[config.mk]
export PLATFORM = sky130hd
export DESIGN_NAME = divrec_seq
export DESIGN_NICKNAME = d
export VERILOG_FILES = /design/src/rtl/divrec_pkg.sv /design/src/rtl/divrec_step.sv /design/src/rtl/divrec_seq.sv
export SDC_FILE = /design/constraint.sdc
export NUM_CORES = 1
export LEC_CHECK = 0
export BUFFER_PORTS_ARGS = -buffer_cell sky130_fd_sc_hd__buf_2
export CAP_MARGIN = 20
export CORE_UTILIZATION = 50
export CTS_CLUSTER_SIZE = 40
export DETAILED_ROUTE_END_ITERATION = 16
export PLACE_DENSITY_LB_ADDON = 0.1
export SLEW_MARGIN = 20
export SYNTH_ARGS = -nofsm -noshare
export SYNTH_HDL_FRONTEND = slang
export SYNTH_SLANG_ARGS = --single-unit
[constraint.sdc]
create_clock -name clk -period 3.55 [get_ports clk]
set_input_delay 0.71 -clock clk [delete_from_list [all_inputs] [get_ports clk]]
set_output_delay 0.71 -clock clk [all_outputs]
set_load 0.01 [all_outputs]
[src/rtl/divrec_pkg.sv]
// Shared types and constants for the sequential dividend reconstructor.
package divrec_pkg;

  localparam int W_DEF = 4;

  localparam logic [1:0] ST_IDLE = 2'd0;
  localparam logic [1:0] ST_MUL  = 2'd1;
  localparam logic [1:0] ST_ADD  = 2'd2;
  localparam logic [1:0] ST_DONE = 2'd3;

  typedef enum logic [1:0] {
    IDLE = ST_IDLE,
    MUL  = ST_MUL,
    ADD  = ST_ADD,
    DONE = ST_DONE
  } state_t;

endpackage

[src/rtl/divrec_step.sv]
// One shift-and-add step: acc_next = acc + (bit ? operand << cnt : 0), zero-extended to 2W.
module divrec_step
  import divrec_pkg::*;
#(
  parameter int W  = W_DEF,
  parameter int CW = 2
) (
  input  logic [2*W-1:0] acc_i,
  input  logic [W-1:0]   br_i,
  input  logic           bit_i,
  input  logic [CW-1:0]  cnt_i,
  output logic [2*W-1:0] acc_next_o
);

  logic [2*W-1:0] addend;

  always_comb begin
    addend = '0;
    if (bit_i) begin
      addend = {{W{1'b0}}, br_i} << cnt_i;
    end
    acc_next_o = acc_i + addend;
  end

endmodule

[src/rtl/divrec_seq.sv]
// Sequential a = q*b + r with illegal-remainder flag; W multiply cycles, one add cycle,
// then a DONE cycle whose registered results appear together with the done pulse.
module divrec_seq
  import divrec_pkg::*;
#(
  parameter int W = W_DEF
) (
  input  logic           clk,
  input  logic           rst,
  input  logic           start,
  input  logic [W-1:0]   q,
  input  logic [W-1:0]   b,
  input  logic [W-1:0]   r,
  output logic           busy,
  output logic           done,
  output logic [2*W-1:0] a,
  output logic           rem_err
);

  localparam int CW = (W > 1) ? $clog2(W) : 1;

  state_t         state_q, state_d;
  logic [W-1:0]   qr_q, qr_d, br_q, br_d, rr_q, rr_d;
  logic [2*W-1:0] acc_q, acc_d, a_q, a_d, step_acc;
  logic [CW-1:0]  cnt_q, cnt_d, step_cnt;
  logic [W-1:0]   step_br;
  logic           step_bit, load;
  logic           err_q, err_d, rem_err_q, rem_err_d, done_q, done_d;

  divrec_step #(.W(W), .CW(CW)) u_step (
    .acc_i      (acc_q),
    .br_i       (step_br),
    .bit_i      (step_bit),
    .cnt_i      (step_cnt),
    .acc_next_o (step_acc)
  );

  always_comb begin
    state_d   = state_q;
    qr_d      = qr_q;
    br_d      = br_q;
    rr_d      = rr_q;
    acc_d     = acc_q;
    cnt_d     = cnt_q;
    err_d     = err_q;
    a_d       = a_q;
    rem_err_d = rem_err_q;
    done_d    = 1'b0;
    load      = 1'b0;
    step_br   = br_q;
    step_bit  = qr_q[cnt_q];
    step_cnt  = cnt_q;
    case (state_q)
      IDLE: load = start;
      MUL: begin
        acc_d = step_acc;
        cnt_d = cnt_q + 1'b1;
        if (cnt_q == CW'(W - 1)) state_d = ADD;
      end
      ADD: begin
        // Remainder add reuses the step adder as an unshifted, always-taken term.
        step_br  = rr_q;
        step_bit = 1'b1;
        step_cnt = '0;
        acc_d    = step_acc;
        err_d    = (rr_q >= br_q);
        state_d  = DONE;
      end
      DONE: begin
        done_d    = 1'b1;
        a_d       = acc_q;
        rem_err_d = err_q;
        state_d   = IDLE;
        load      = start;
      end
      default: state_d = IDLE;
    endcase
    if (load) begin
      qr_d    = q;
      br_d    = b;
      rr_d    = r;
      acc_d   = '0;
      cnt_d   = '0;
      state_d = MUL;
    end
  end

  always_ff @(posedge clk) begin
    if (rst) begin
      state_q   <= IDLE;
      qr_q      <= '0;
      br_q      <= '0;
      rr_q      <= '0;
      acc_q     <= '0;
      cnt_q     <= '0;
      err_q     <= 1'b0;
      a_q       <= '0;
      rem_err_q <= 1'b0;
      done_q    <= 1'b0;
    end else begin
      state_q   <= state_d;
      qr_q      <= qr_d;
      br_q      <= br_d;
      rr_q      <= rr_d;
      acc_q     <= acc_d;
      cnt_q     <= cnt_d;
      err_q     <= err_d;
      a_q       <= a_d;
      rem_err_q <= rem_err_d;
      done_q    <= done_d;
    end
  end

  assign busy    = (state_q == MUL) || (state_q == ADD);
  assign done    = done_q;
  assign a       = a_q;
  assign rem_err = rem_err_q;

endmodule
-- Yosys cells after proc, flatten, opt, wreduce, memory -nomap -nowiden
Index checks and enable logic that the tools add are counted.
- register bits after elaboration: 35
- bits of input ports: 15
- output and inout port bits: 11
- logic and storage cells: 42
- add/sub/neg operators: 2
- magnitude comparators: 2
- equal/unequal tests: 6
- shift operators: 1
- muxes and demuxes: 11
- reductions and logical operators: 9
- operators by type and width (kind ; count):
    8-bit adder ; 1
    8-bit two-way mux ; 1
    4-bit by 2-bit << shifter with 8-bit output ; 1
    2-bit equality test, second input constant ; 3
    2-bit one-hot mux with 3 select lines ; 1
    2-bit OR reduction ; 3
    1-bit two-way mux ; 5
    4-bit >= comparator ; 1
    2-bit two-way mux ; 2
    4-bit two-way mux ; 1
    2-bit AND reduction ; 2
    4-bit nonzero test ; 1
    2-bit by 3-bit less-than comparator with 1-bit output, second input constant ; 1
    3-bit != test, second input constant ; 1
    3-bit nonzero test ; 1
    2-bit by 1-bit adder with 2-bit output, second input constant ; 1
    1-bit binary-select mux with 2-bit select ; 1
    2-bit by 1-bit equality test with 1-bit output, second input constant ; 1
    2-bit logical NOT ; 1
    2-bit != test, second input constant ; 1
    1-bit logical OR ; 1

-- Logic depth before layout (Yosys ltp)
- word-level depth: 5
- mapped depth: 12
- depth with buffers taken out: 11

-- Modules after synthesis
From an unflattened synthesis, not the netlist that was laid out.
- cell total of the unflattened synthesis: 221
- area total of the unflattened synthesis: 1934.4 µm²
- modules (own cells, without submodules) (module ; instances ; cells an instance ; area each (µm²) ; seq. area each (µm²)):
    divrec_seq ; 1 ; 162 ; 1495.2 ; 700.7
    divrec_step ; 1 ; 59 ; 439.2 ; 0.0

-- Least setup slack after synthesis
No wires, ideal clock.
- path kind: reg-to-reg
- start point: register state_q[0]
- end point: register acc_q[4]
- setup time: 0.058 ns
- arrival time: 2.502 ns
- data required time: 3.492 ns
- path slack: 0.990 ns
- stages on the path, launching flop included: 12
- buffers on the path: 0
- clock period less this slack: 2.560 ns
- cell sequence: dfxtp_1 inv_1 ha_1 mux2i_1 mux2_2 o21ai_1 nand2b_1 fa_1 nor2b_4 o21ai_1 a2111oi_0 a311o_2
- word-level cells in the longest chain between the ends: 5
- elaborated cells between the ends (all ways): 14
- classes of those cells: 1 x add/sub; 3 x eq/ne; 1 x shift; 5 x mux; 4 x reduce/logical
- ends and longest elaborated chain (what ; line ; source):
    from (decl) ; divrec_seq.sv:22 ; state_t state_q, state_d;
    from (signal assigned) ; divrec_seq.sv:101 ; state_q <= state_d;
    2-bit equality test ; divrec_seq.sv:53 ; case (state_q)
    4-bit two-way mux or 2-bit two-way mux (tied branches) ; divrec_seq.sv:53 ;
    4-bit by 2-bit << shifter with 8-bit output ; divrec_step.sv:20 ; addend = {{W{1'b0}}, br_i} << cnt_i;
    8-bit two-way mux ; divrec_step.sv:19 ; if (bit_i) begin
    8-bit adder ; divrec_step.sv:22 ; acc_next_o = acc_i + addend;
    to (signal assigned) ; divrec_seq.sv:94 ; acc_q <= '0;
    to (signal assigned) ; divrec_seq.sv:105 ; acc_q <= acc_d;
    to (decl) ; divrec_seq.sv:24 ; logic [2*W-1:0] acc_q, acc_d, a_q, a_d, step_acc;
Parallel ways exist; a longest one is shown, timed or not.
A chain may end at the register's enable or synchronous reset.

-- Final worst setup path
Ends and elaborated chain as after synthesis.

==> metrics.cfg <==
[synth]
ys_seq_area_share_pct = 35.4
synth_commonest_cells = dfxtp_1, nand2_1, a21oi_1, nor2_1, ha_1
syn_area_sq_mm = 0.00198
synth_area_leaders = dfxtp_1, ha_1, mux2i_1, nand2_1, a21oi_1
synth_area_leader_cell = dfxtp_1
yosysWarnings = 0
synth-edff-count = 0
synth_async_sr_flop_share_pct = 0
synth_flop_cell = dfxtp_1
syn_area_per_cell_sq_um = 8.87
ys_ff_latch = 35
synth_cell_type_count = 43
synth_most_common_cell = dfxtp_1
synth_nets = 257
synthCells = 223
synth_top_area_share_pct = 35.4

[clock_network]
cts_setup_buffers = 0
numCtsBuffers = 5
cts_tree = yes
h-tree-depth = 2
cts_resized = 0
cts.sinks = 35
clockRootBuffer = clkbuf_8
ctsHoldBuffers = 0
cts_max_path_buffers = 2
clkLatencyLatePin_ns = 0.29
clk_pin_slew_worst_paths_ns = 0.06

[worst_setup_path]
crit_path_max_fanout = 5
cp-start-kind = flop
critPathRequiredTime_ns = 3.78
cp-end-kind = flop
arrival_ns = 3.13
startpoint = state_q[0]$_SDFFE_PP0P_
rrSetupSlack_ns = 0.65
worst_r2r_path_depth = 11
reg2reg_from = state_q[0]$_SDFFE_PP0P_
critPathKind = reg -> reg
r2r_end = acc_q[4]$_SDFFE_PP0P_

[detailed_routing]
num_vias = 1547
drtAntennaViolNets = 0
dr.pass1.iters = 4
finalWirelength_mm = 3.97
avgRoutedWirePerCell_um = 13.5
drtIter0Drc = 92
drcViolationCount = 0
avgViaCountPerCell = 5.26

[placed_design]
placedCellCount = 286
routabilityCongestion = 0.855
hpwl_mm = 2.90
io_buffers = 25

[floorplanning]
die_y_um = 64.9
start_util_pct = 53.2
dieArea_sq_mm = 0.00421
rows = 22
core-area_sq_mm = 0.00372
die_w_um = 64.9
num_io_pins = 26

[hold_path]
hold-path-cell-count = 2
whs_endpoint = qr_q[2]$_SDFFE_PP0P_
holdCritPathClass = reg -> reg
min-delay-start = qr_q[2]$_SDFFE_PP0P_

[power]
p_sw_uw = 376
seqPwrFrac_pct = 40.4
switching_share_pct = 32.2
power_mw = 1.17
clkPwrFrac_pct = 31.8
p_leak_nw = 0.917
intPower_uw = 791
pwr_density_cell_mw_per_mm2 = 524
peakVddDrop_mv = 0.309
combPwrFrac_pct = 27.9

[global_route]
antenna_found_initial = 0
grt_max_degree = 34
grt_pass1_wl_mm = 6.57
grt_overflow_total = 0
track_usage_pct = 20.7
grt_pass1_vias = 1395

[timing]
max_freq_mhz = 345
tns_ns = 0
drv_slew = 0
finalCritPeriodShare_pct = 81.8
worst_slew_pin_slew_ns = 0.682
finalHoldViolCount = 0
setup_viol = 0
clock_skew_ns = 0.00775
period_needed_ns = 2.90
max_slew_margin_pct = 54.5
rsz0062_at_grt = false

[flow_run]
drv_cap = 0

[final_layout]
final_util_pct = 60.0
n_antenna_cell = 0
stdcell_count = 294
finalNetCount = 279
drive_above_1_share_pct = 17.5
area_delta_synth_final_pct = 12.7
nFillCells = 354

[status]
status = complete, no violations

==> registers in the layout, indices dropped and copies added (netlist names) <==
name     count
acc_q        8
qr_q         4
done         1
err_q        1
a            8
rr_q         4
cnt_q        2
br_q         4
rem_err      1
state_q      2
==> power groups by stage <==
stage          sequential (mW)  combinational [mW]  clock, mW
5_1_grt                  0.478               0.365      0.394
3_5_place_dp             0.480               0.326          0
3_3_place_gp             0.479               0.322          0
6_report                 0.471               0.325      0.371
4_1_cts                  0.471               0.328      0.378
2_1_floorplan            0.462               0.274          0
==> layout make-up <==
type | instances | area, sq um | area share, %
Inverter | 12 | 45.0 | 2.02
Clock buffer | 6 | 82.6 | 3.71
Timing Repair Buffer | 25 | 125 | 5.61
Tap cell | 48 | 60.1 | 2.70
Sequential cell | 35 | 701 | 31.4
Clock inverter | 2 | 35.0 | 1.57
Multi-Input combinational cell | 166 | 1180 | 52.9
==> cells in the final DEF, fill, tap and decap left out, drive strengths merged, types with 2 or more instances in the layout <==
master | Yosys | routed
a2111oi | 2 | 2
a211oi | 3 | 3
a21o | 4 | 4
a21oi | 23 | 23
a311o | 2 | 2
buf | 8 | 25
clkbuf | 2 | 6
dfxtp | 35 | 35
ha | 18 | 18
inv | 12 | 12
mux2 | 4 | 4
mux2i | 17 | 17
nand2 | 33 | 33
nand2b | 5 | 5
nand3 | 4 | 4
nand3b | 4 | 4
nand4 | 2 | 2
nor2 | 19 | 19
nor2b | 4 | 4
nor3 | 2 | 2
nor4b | 3 | 3
o211ai | 2 | 2
o21ai | 3 | 3
o32ai | 2 | 2
xnor2 | 2 | 2
==> metal layers <==
layer	vias up	track usage (%)	wire, um
met5	-	0	0
met4	0	8.33	55
met3	7	4.40	112
met2	21	31.3	1700
met1	699	28.4	2100
li1	820	-	-
==> worst max-delay path: stages (launching register included) <==
cell	delay, ns
dfxtp_1	0.40
inv_1	0.10
ha_1	0.26
mux2i_1	0.19
mux2_2	0.31
o21ai_1	0.16
nand2b_1	0.11
fa_1	0.48
nor2b_4	0.14
o21ai_1	0.07
a2111oi_0	0.43
a311o_2	0.18
==> stage by stage <==
stage	hold slack (ns)	worst slack, ns	area [sq um]
finish	0.458	0.648	2230
global placement	0.460	0.699	2110
detailed placement	0.456	0.660	2110
CTS	0.466	0.641	2230
floorplan	0.433	0.990	1980
global route	0.500	0.454	2230
==> worst max-delay path by stage <==
stage,endpoint,slack (ns)
3_3_place_gp,acc_q[5]$_SDFFE_PP0P_,0.70
2_1_floorplan,acc_q[4]$_SDFFE_PP0P_,0.99
5_1_grt,acc_q[4]$_SDFFE_PP0P_,0.45
6_report,acc_q[4]$_SDFFE_PP0P_,0.65
4_1_cts,acc_q[4]$_SDFFE_PP0P_,0.64
3_5_place_dp,acc_q[4]$_SDFFE_PP0P_,0.66
==> kinds of logic (layout without fill, tap and decap cells) <==
group	count (synthesis)	count (layout)	share of synthesized area [%]
xor gates and xnor gates	2	2	0.886
DFF	35	35	35.4
AOI/OAI and AO/OA	43	43	14.5
buffers and inverters	22	45	4.93
muxes	21	21	11.1
adders and majority gates	19	19	12.4
and+or+nand+nor	81	81	20.7
Note: power is estimated with default switching activity, not from simulation.
